`config.mk`:
```
export PLATFORM = sky130hd
export DESIGN_NAME = matriz_teclado
export DESIGN_NICKNAME = d
export VERILOG_FILES = /design/src/rtl/matriz_teclado.sv
export SDC_FILE = /design/constraint.sdc
export NUM_CORES = 1
export LEC_CHECK = 0
export ABC_AREA = 1
export BUFFER_PORTS_ARGS = -buffer_cell sky130_fd_sc_hd__buf_4
export CORE_MARGIN = 2
export CORE_UTILIZATION = 50
export DETAILED_ROUTE_END_ITERATION = 10
export PLACE_DENSITY = 0.69
export SLEW_MARGIN = 15
export SYNTH_ARGS = -nofsm -noshare
export SYNTH_HDL_FRONTEND = slang
export SYNTH_SLANG_ARGS = --single-unit
```
`constraint.sdc`:
```
create_clock -name clock -period 4.69 [get_ports clock]
set_clock_uncertainty 0.2 [all_clocks]
set_input_delay 0.938 -clock clock [delete_from_list [all_inputs] [get_ports clock]]
set_output_delay 0.938 -clock clock [all_outputs]
set_load 0.02 [all_outputs]
```
`src/rtl/matriz_teclado.sv`:
```
`default_nettype none
// ============================================================================
// Module   : matriz_teclado
// Purpose  : Keypad matrix scanner. Drives one column at a time (one-hot,
//            active-high), samples the row-sense lines, debounces presses and
//            releases, and reports the accepted key as a code plus a
//            one-cycle valid pulse.
// Revision : 1.0 - initial release
// ----------------------------------------------------------------------------
// Ports
//   clock         in   1     system clock
//   reset         in   1     synchronous, active-high reset
//   linhas        in   ROWS  row sense, active-high, asynchronous to clock
//   colunas       out  COLS  one-hot column drive, active-high
//   tecla         out  KW    last accepted key code = col*ROWS + row
//   tecla_valida  out  1     one-cycle pulse when tecla is (re)reported
//   pressionada   out  1     high while the accepted key is held
// Build option
//   MATRIZ_TECLADO_REPEAT_EN : when defined, a held key re-pulses
//                              tecla_valida every REPEAT_TICKS high samples.
// ============================================================================
module matriz_teclado #(
  parameter int COLS         = 4,
  parameter int ROWS         = 4,
  parameter int SCAN_DIV     = 1000,
  parameter int DEBOUNCE_N   = 4,
  parameter int REPEAT_TICKS = 250,
  parameter int KW           = $clog2(COLS * ROWS)
) (
  input  logic            clock,
  input  logic            reset,
  input  logic [ROWS-1:0] linhas,
  output logic [COLS-1:0] colunas,
  output logic [KW-1:0]   tecla,
  output logic            tecla_valida,
  output logic            pressionada
);

  localparam int c_dwell_w = (SCAN_DIV > 1) ? $clog2(SCAN_DIV) : 1;
  localparam int c_col_w   = $clog2(COLS);
  localparam int c_row_w   = (ROWS > 1) ? $clog2(ROWS) : 1;
  localparam int c_cnt_w   = $clog2(DEBOUNCE_N + 1);

  typedef enum logic [1:0] {
    ST_SCAN     = 2'd0,
    ST_DEBOUNCE = 2'd1,
    ST_HELD     = 2'd2
  } state_t;

  state_t               r_state;
  logic [ROWS-1:0]      r_sync1;
  logic [ROWS-1:0]      r_rs;
  logic [c_dwell_w-1:0] r_dwell;
  logic [c_col_w-1:0]   r_col;
  logic [c_row_w-1:0]   r_row;
  logic [c_cnt_w-1:0]   r_cnt;

  logic                 w_tick;
  logic                 w_any;
  logic                 w_cand_high;
  logic [c_row_w-1:0]   w_low_row;
  logic [c_cnt_w-1:0]   w_cnt_next;
  logic                 w_cnt_done;
  logic [c_col_w-1:0]   w_col_next;
  logic [COLS-1:0]      w_colunas_next;
  logic [KW-1:0]        w_code;

  assign w_tick      = (r_dwell == c_dwell_w'(SCAN_DIV - 1));
  assign w_any       = |r_rs;
  // The column is frozen outside SCAN, so the candidate row of the current
  // column is exactly the latched key.
  assign w_cand_high = r_rs[r_row];
  assign w_cnt_next  = r_cnt + c_cnt_w'(1);
  assign w_cnt_done  = (w_cnt_next == c_cnt_w'(DEBOUNCE_N));
  assign w_col_next  = (r_col == c_col_w'(COLS - 1)) ? '0 : r_col + c_col_w'(1);
  assign w_colunas_next = {colunas[COLS-2:0], colunas[COLS-1]};
  assign w_code      = KW'(r_col) * KW'(ROWS) + KW'(r_row);

  // Lowest set row wins: scan from the top so the last hit is the lowest.
  always_comb begin
    w_low_row = '0;
    for (int r = ROWS - 1; r >= 0; r--) begin
      if (r_rs[r]) w_low_row = c_row_w'(r);
    end
  end

`ifdef MATRIZ_TECLADO_REPEAT_EN
  localparam int c_rep_w = $clog2(REPEAT_TICKS + 1);
  logic [c_rep_w-1:0] r_rep;
  logic [c_rep_w-1:0] w_rep_next;
  assign w_rep_next = r_rep + c_rep_w'(1);
`endif

  always_ff @(posedge clock) begin
    if (reset) begin
      r_state      <= ST_SCAN;
      r_sync1      <= '0;
      r_rs         <= '0;
      r_dwell      <= '0;
      r_col        <= '0;
      r_row        <= '0;
      r_cnt        <= '0;
      colunas      <= COLS'(1);
      tecla        <= '0;
      tecla_valida <= 1'b0;
      pressionada  <= 1'b0;
`ifdef MATRIZ_TECLADO_REPEAT_EN
      r_rep        <= '0;
`endif
    end else begin
      r_sync1      <= linhas;
      r_rs         <= r_sync1;
      r_dwell      <= w_tick ? '0 : r_dwell + c_dwell_w'(1);
      tecla_valida <= 1'b0;

      if (w_tick) begin
        case (r_state)
          ST_SCAN: begin
            if (w_any) begin
              r_row   <= w_low_row;
              r_cnt   <= '0;
              r_state <= ST_DEBOUNCE;
            end else begin
              r_col   <= w_col_next;
              colunas <= w_colunas_next;
            end
          end

          ST_DEBOUNCE: begin
            if (w_cand_high) begin
              if (w_cnt_done) begin
                tecla        <= w_code;
                tecla_valida <= 1'b1;
                pressionada  <= 1'b1;
                r_cnt        <= '0;
                r_state      <= ST_HELD;
`ifdef MATRIZ_TECLADO_REPEAT_EN
                r_rep        <= '0;
`endif
              end else begin
                r_cnt <= w_cnt_next;
              end
            end else begin
              // Bounce: abandon the candidate and move on.
              r_state <= ST_SCAN;
              r_col   <= w_col_next;
              colunas <= w_colunas_next;
            end
          end

          ST_HELD: begin
            if (w_cand_high) begin
              r_cnt <= '0;
`ifdef MATRIZ_TECLADO_REPEAT_EN
              if (w_rep_next == c_rep_w'(REPEAT_TICKS)) begin
                tecla_valida <= 1'b1;
                r_rep        <= '0;
              end else begin
                r_rep <= w_rep_next;
              end
`endif
            end else begin
`ifdef MATRIZ_TECLADO_REPEAT_EN
              r_rep <= '0;
`endif
              if (w_cnt_done) begin
                pressionada <= 1'b0;
                r_cnt       <= '0;
                r_state     <= ST_SCAN;
                r_col       <= w_col_next;
                colunas     <= w_colunas_next;
              end else begin
                r_cnt <= w_cnt_next;
              end
            end
          end

          default: r_state <= ST_SCAN;
        endcase
      end
    end
  end

endmodule
`default_nettype wire

```
=== After elaboration in Yosys (flattened, before gate mapping) ===
Index checks and enable logic that the tools add are counted.

* Word-level logic and storage cells: 78
* Register bits: 37
* Input port bits: 6

* Add/subtract/negate cells: 4
* Muxes and demuxes: 34
* Equality and inequality tests: 13
* $lt $le $gt $ge: 1
* Reductions and logical operators: 12
* Bitwise gates (word level): 3

{| class="wikitable"
|+ Operator list
! kind !! count
|-
| $mux W2 || 14
|-
| $mux W4 || 4
|-
| $ne A2 B2 Y1 const B || 7
|-
| $mux W3 || 4
|-
| $pmux W2 S3 || 2
|-
| $pmux W4 S3 || 1
|-
| $reduce_and A6 Y1 || 2
|-
| $add A10 B1 Y10 const B || 1
|-
| $eq A10 B10 Y1 const B || 1
|-
| $pmux W3 S3 || 1
|-
| $reduce_and A4 Y1 || 2
|-
| $reduce_or A4 Y1 || 2
|-
| $mux W1 || 6
|-
| $reduce_and A5 Y1 || 1
|-
| $add A4 B2 Y4 || 1
|-
| $eq A2 B2 Y1 const B || 2
|-
| $add A3 B1 Y3 const B || 1
|-
| $eq A3 B3 Y1 const B || 1
|-
| $lt A2 B3 Y1 const B || 1
|-
| $ne A3 B3 Y1 const B || 1
|-
| $not A1 Y1 || 3
|-
| $reduce_and A3 Y1 || 1
|-
| $reduce_bool A3 Y1 || 1
|-
| $add A2 B1 Y2 const B || 1
|-
| 6 further kinds || 6
|}

=== Logic depth before layout (Yosys ltp) ===
Gate-level depths: netlist of run 1.

* Word-level depth: 5
* Gate-level depth with buffers: 11

=== Worst setup path after synthesis of run 1 ===
OpenSTA, ideal clock, no wires.

* Path type: input -> register
* From: in reset
* To: reg r_dwell[8]
* Cell stages on the path: 4
* Arrival time: 1.389 ns
* Setup slack: 2.984 ns
* Path buffers: 0
* Cell sequence: clkinv_1 -> nand2_2 -> o21bai_1 -> a21oi_1

* Longest elaborated chain between the ends: 1

{| class="wikitable"
|+ Ends and longest elaborated chain
! what !! line !! source
|-
| start: declaration || 31 || <nowiki>input logic reset,</nowiki>
|-
| $reduce_or A2 Y1 (no line) || -- ||
|-
| end signal: assignment || 113 || <nowiki>r_dwell <= w_tick ? '0 : r_dwell + c_dwell_w'(1);</nowiki>
|-
| end: declaration || 53 || <nowiki>logic [c_dwell_w-1:0] r_dwell;</nowiki>
|}

Every way passes these cells.
A chain may end at the register's enable or synchronous reset.

=== Final worst setup path of run 1 ===
Same ends and word-level chain as after synthesis.

==> flow_summary.json, run 1 <==
{
  "outcome": "complete, no violations",
  "syn_to_final_growth_pct": 13.4,
  "max_cap_viol_count": 0,
  "num_rows": 22,
  "avgRoutedWirePerCell_um": 9.73,
  "hpwl_um": 2370,
  "drtIter0Drc": 39,
  "syn_area_per_cell_um2": 7.39,
  "numCtsBuffers": 5,
  "ir_worst_vdd_v": 0.000208,
  "syn-instance-count": 253,
  "grt_pass1_vias": 1290,
  "first_pass_iters": 4,
  "grt_max_degree": 18,
  "worstReg2RegEnd": "r_col[0]$_SDFFE_PP0P_",
  "clk_pin_slew_ns": 0.06,
  "ys_ff_latch": 37,
  "die-area_um2": 4240,
  "power.density_nw_per_um2": 267,
  "start_kind": "input pin",
  "vias": 1471,
  "antenna_found_initial": 0,
  "fin_tns_setup_ns": 0,
  "crit_path_end_kind": "register",
  "ctsResizeCount": 0,
  "grt_remaining_overflow": 0,
  "hp-class": "register to register",
  "clock.fmax_mhz": 486,
  "io_buffers": 15,
  "synth_warnings": 0,
  "final_cell_mix": "nor2_1 (50), nand2_1 (50), dfxtp_1 (37)",
  "htree_levels": 2,
  "relSlewSlack": 0.707,
  "ys_types": 29,
  "cts_tree": "built",
  "layout-drive-gt1-share": 0.201,
  "tightest_slew_ns": 0.437,
  "yosysSeqAreaShare": 0.396,
  "remaining_drc_errors": 0,
  "ant_nets": 0,
  "critPathCapture": "r_dwell[8]$_SDFF_PP0_",
  "drv_slew": 0,
  "cts_buffer_depth": 2,
  "timing.rr.start": "r_cnt[0]$_SDFFE_PP0P_",
  "grt.total_usage": 0.166,
  "clk_latency_ns": 0.29,
  "chipHeight_um": 65.1,
  "critPathMaxFanout": 17,
  "cts_setup_buffers": 0,
  "min_period_ns": 2.06,
  "grt_first_pass_wirelength_um": 5350,
  "n_antenna_cell": 0,
  "arrival_ns": 2.04,
  "finalNetCount": 287,
  "period_share": 0.439,
  "required_ns": 4.67,
  "setup_viol": 0,
  "p_leak_nw": 0.979,
  "gp_congestion": 0.807,
  "clockRootBuffer": "clkbuf_8",
  "io_pins": 16,
  "vias_per_cell": 4.58,
  "cts_hold_buf": 0,
  "routed_wl_um": 3120,
  "rsz0062_at_grt": "no",
  "clock_sink_count": 37,
  "cp-startpoint": "reset",
  "synth_fp_nets": 267,
  "die_x_um": 65.1,
  "path_class": "input pin to register",
  "initial_core_util": 0.514,
  "r2r_setup_slack_ns": 2.98,
  "r2r_cells": 10,
  "final_hold_viol_count": 0,
  "core_area_um2": 3630,
  "power.total_uw": 566,
  "synth_area_um2": 1870
}
-- how the worst min path moves through the flow --
| stage | depth (start not counted) | endpoint | startpoint |
|---|---|---|---|
| after global placement | 2 | r_rs[2]$_SDFF_PP0_ | r_sync1[2]$_SDFF_PP0_ |
| after detailed placement | 2 | r_rs[1]$_SDFF_PP0_ | r_sync1[1]$_SDFF_PP0_ |
| after CTS | 2 | r_rs[1]$_SDFF_PP0_ | r_sync1[1]$_SDFF_PP0_ |
| final | 2 | r_rs[1]$_SDFF_PP0_ | r_sync1[1]$_SDFF_PP0_ |
| after floorplan | 2 | r_rs[0]$_SDFF_PP0_ | r_sync1[0]$_SDFF_PP0_ |
| after global routing | 2 | r_rs[1]$_SDFF_PP0_ | r_sync1[1]$_SDFF_PP0_ |
-- worst max-delay path, stage by stage --
cell and delay [ns]:
buf_4 0.17, clkinv_1 0.39, nand2_2 0.33, o21bai_1 0.15, a21oi_1 0.05
-- state kept, by name (all words and copies together) (netlist names) --
name          count
tecla             4
r_dwell          10
r_col             2
colunas           4
r_sync1           4
r_cnt             3
pressionada       1
r_rs              4
r_row             2
tecla_valida      1
r_state           2
-- routing by layer --
layer / GRT usage / share of wire
met5: 0 / 0
met4: 0.0781 / 0.020
met3: 0.0565 / 0.034
met2: 0.281 / 0.45
met1: 0.189 / 0.50
-- power by group --
part	internal, mW	switching (mW)
logic	0.00873	0.0142
registers	0.320	0.00339
clock network	0.116	0.104
total	0.445	0.121
-- stage by stage --
| stage | hold slack, ns | cell area, µm² | util | setup slack [ns] | std cells |
|---|---|---|---|---|---|
| after CTS | 0.201 | 2120 | 0.583 | 2.62 | 321 |
| after global placement | 0.188 | 2030 | 0.560 | 2.30 | 314 |
| after detailed placement | 0.192 | 2030 | 0.560 | 2.28 | 314 |
| after floorplan | 0.188 | 1870 | - | 2.98 | 253 |
| after global routing | 0.217 | 2120 | 0.583 | 2.50 | 321 |
| final | 0.200 | 2120 | 0.583 | 2.63 | 321 |
-- layout make-up --
type,count,area (µm²)
clock buffers,7,86.3
fillers,376,1510
inverters,42,165
multi-input cells,172,955
flip-flops and latches,37,741
well taps,48,60.1
repair buffers,15,113
-- cell usage after synthesis (all sizes together) --
library cell  instances  area share
nand2                60        0.15
nor2                 58        0.14
inv                  40       0.082
dfxtp                37        0.40
nand3                17       0.075
ha                    8       0.054
a21oi                 7       0.019
nand4                 6       0.020
nor3                  6       0.021
o21ai                 4       0.011
o21bai                3       0.012
clkinv                2      0.0067
a211oi                1      0.0040
buf                   1      0.0027
clkbuf                1      0.0020
or2                   1      0.0033
xnor2                 1      0.0047
-- logic make-up (layout without fill, tap and decap cells) --
kind of cell	Yosys count	count (layout)	share of synthesized area
flops	37	37	0.396
buf+inv	44	64	0.0930
xor+xnor	1	1	0.00469
simple gates	148	148	0.407
fa+ha+maj	8	8	0.0535
compound gates	15	15	0.0455
(Power assumes the default switching activity.)
==> run 2: changes to the inputs <==
--- a/config.mk
+++ b/config.mk
@@ -10,7 +10,7 @@
 export CORE_MARGIN = 2
 export CORE_UTILIZATION = 50
 export DETAILED_ROUTE_END_ITERATION = 10
-export PLACE_DENSITY = 0.69
+export PLACE_DENSITY = 0.71
 export SLEW_MARGIN = 15
 export SYNTH_ARGS = -nofsm -noshare
 export SYNTH_HDL_FRONTEND = slang
==> constraint.sdc (replaced) <==
create_clock -name clock -period 1.7 [get_ports clock]
set_clock_uncertainty 0.2 [all_clocks]
set_input_delay 0.34 -clock clock [delete_from_list [all_inputs] [get_ports clock]]
set_output_delay 0.34 -clock clock [all_outputs]
set_load 0.02 [all_outputs]
==> flow_summary.json, run 2 (synthesis gave the netlist of run 1 again) <==
{
  "avgRoutedWirePerCell_um": 10.5,
  "grt_max_degree": 17,
  "top_register": "r_dwell",
  "clock_sink_count": 37,
  "largest_reg_flops": 10,
  "die_x_um": 65.1,
  "drtIter0Drc": 55,
  "die-area_um2": 4240,
  "vias_per_cell": 4.68,
  "ant_nets": 0,
  "htree_levels": 2,
  "final_cell_mix": "nor2_1 (47), nand2_1 (42), inv_1 (34)",
  "chipHeight_um": 65.1,
  "required_ns": 1.73,
  "grt.total_usage": 0.175,
  "clockRootBuffer": "clkbuf_8",
  "io_buffers": 15,
  "crit_path_end_kind": "register",
  "fin_tns_setup_ns": 0,
  "place_inst": 318,
  "p_leak_nw": 1.03,
  "syn_to_final_growth_pct": 23.8,
  "setup_viol": 0,
  "layout-drive-gt1-share": 0.319,
  "clk_latency_ns": 0.29,
  "period_share": 0.949,
  "rsz0062_at_grt": "yes",
  "start_kind": "register",
  "final_common_cell": "nor2_1",
  "fin_cells": 330,
  "ir_worst_vdd_v": 0.000538,
  "antenna_found_initial": 0,
  "grt_pass1_vias": 1401,
  "gp_congestion": 0.831,
  "outcome": "complete, no violations",
  "clk_pin_slew_ns": 0.08,
  "hp-class": "input pin to register",
  "hpwl_um": 2400,
  "grt_first_pass_wirelength_um": 5720,
  "relSlewSlack": 0.861,
  "final_hold_viol_count": 0,
  "critPathMaxFanout": 5,
  "io_pins": 16,
  "tightest_slew_ns": 0.207,
  "drv_slew": 0,
  "min_period_ns": 1.61,
  "cts_tree": "built",
  "power.density_nw_per_um2": 761,
  "vias": 1544,
  "routed_wl_um": 3460,
  "num_rows": 22,
  "initial_core_util": 0.514,
  "core_area_um2": 3630,
  "fillCellCount": 340,
  "clock.fmax_mhz": 620,
  "path_class": "register to register",
  "finalNetCount": 295,
  "cts_buffer_depth": 2,
  "grt_remaining_overflow": 0,
  "remaining_drc_errors": 0,
  "numCtsBuffers": 5,
  "first_pass_iters": 4,
  "n_antenna_cell": 0,
  "arrival_ns": 1.64,
  "max_cap_viol_count": 0
}
## run 2: final timing paths
path	end	depth (start not counted)	start	slack, ns
worst max register to register	r_state[0]$_SDFFE_PP0P_	10	r_cnt[0]$_SDFFE_PP0P_	0.09
worst min-delay path	r_sync1[1]$_SDFF_PP0_	3	linhas[1]	0.04
worst max-delay path	r_state[0]$_SDFFE_PP0P_	10	r_cnt[0]$_SDFFE_PP0P_	0.09
worst min register to register	r_rs[3]$_SDFF_PP0_	2	r_sync1[3]$_SDFF_PP0_	0.20
## run 2: metal layers
| layer | part of all wire | vias to the layer above | GRT usage |
|---|---|---|---|
| met5 | 0 | - | 0 |
| met4 | 0.013 | 0 | 0.0781 |
| met3 | 0.029 | 4 | 0.0514 |
| met2 | 0.50 | 14 | 0.298 |
| met1 | 0.46 | 692 | 0.203 |
| li1 | - | 834 | - |
## run 2: report_power, final
group	leakage, nW	internal, mW	switching [mW]
sequential	0.304	0.882	0.0113
combinational	0.664	0.0310	0.0451
clock	0.0574	0.477	0.315
## run 2: area by class of cell
cell class / count / area (µm²) / area share
Clock buffer: 6 / 82.6 / 0.0357
Clock inverter: 2 / 37.5 / 0.0162
Inverter: 42 / 168 / 0.0724
Multi-Input combinational cell: 172 / 1040 / 0.451
Tap cell: 48 / 60.1 / 0.0259
Timing Repair Buffer: 23 / 173 / 0.0746
Sequential cell: 37 / 751 / 0.324
## run 2: critical path, cell delays in order, from the launching register on
cell     delay (ns)
dfxtp_2        0.37
ha_4           0.15
inv_1          0.04
nand2_2        0.09
nand3_4        0.11
buf_4          0.15
nand3_1        0.12
nand3_1        0.13
nand2_1        0.08
inv_1          0.04
nor2_1         0.09
## run 2: what timing repair did
action                                  4_1_cts  5_1_grt
hold buffers                                  0        0
endpoints found under the setup margin        0       14
buffers inserted                              0        4
gates resized for setup                       0       34
## run 2: stage by stage
step	total power [mW]	utilization	area (µm²)	hold slack, ns	setup slack (ns)
CTS	1.78	0.601	2180	0.0308	0.0207
global route	1.83	0.637	2310	0.0461	-0.0329
global placement	0.979	0.568	2060	0.188	0.0676
finish	1.76	0.637	2310	0.0411	0.0867
detailed placement	0.980	0.568	2060	0.192	0.0290
floorplan	0.956	-	1870	0.188	0.188
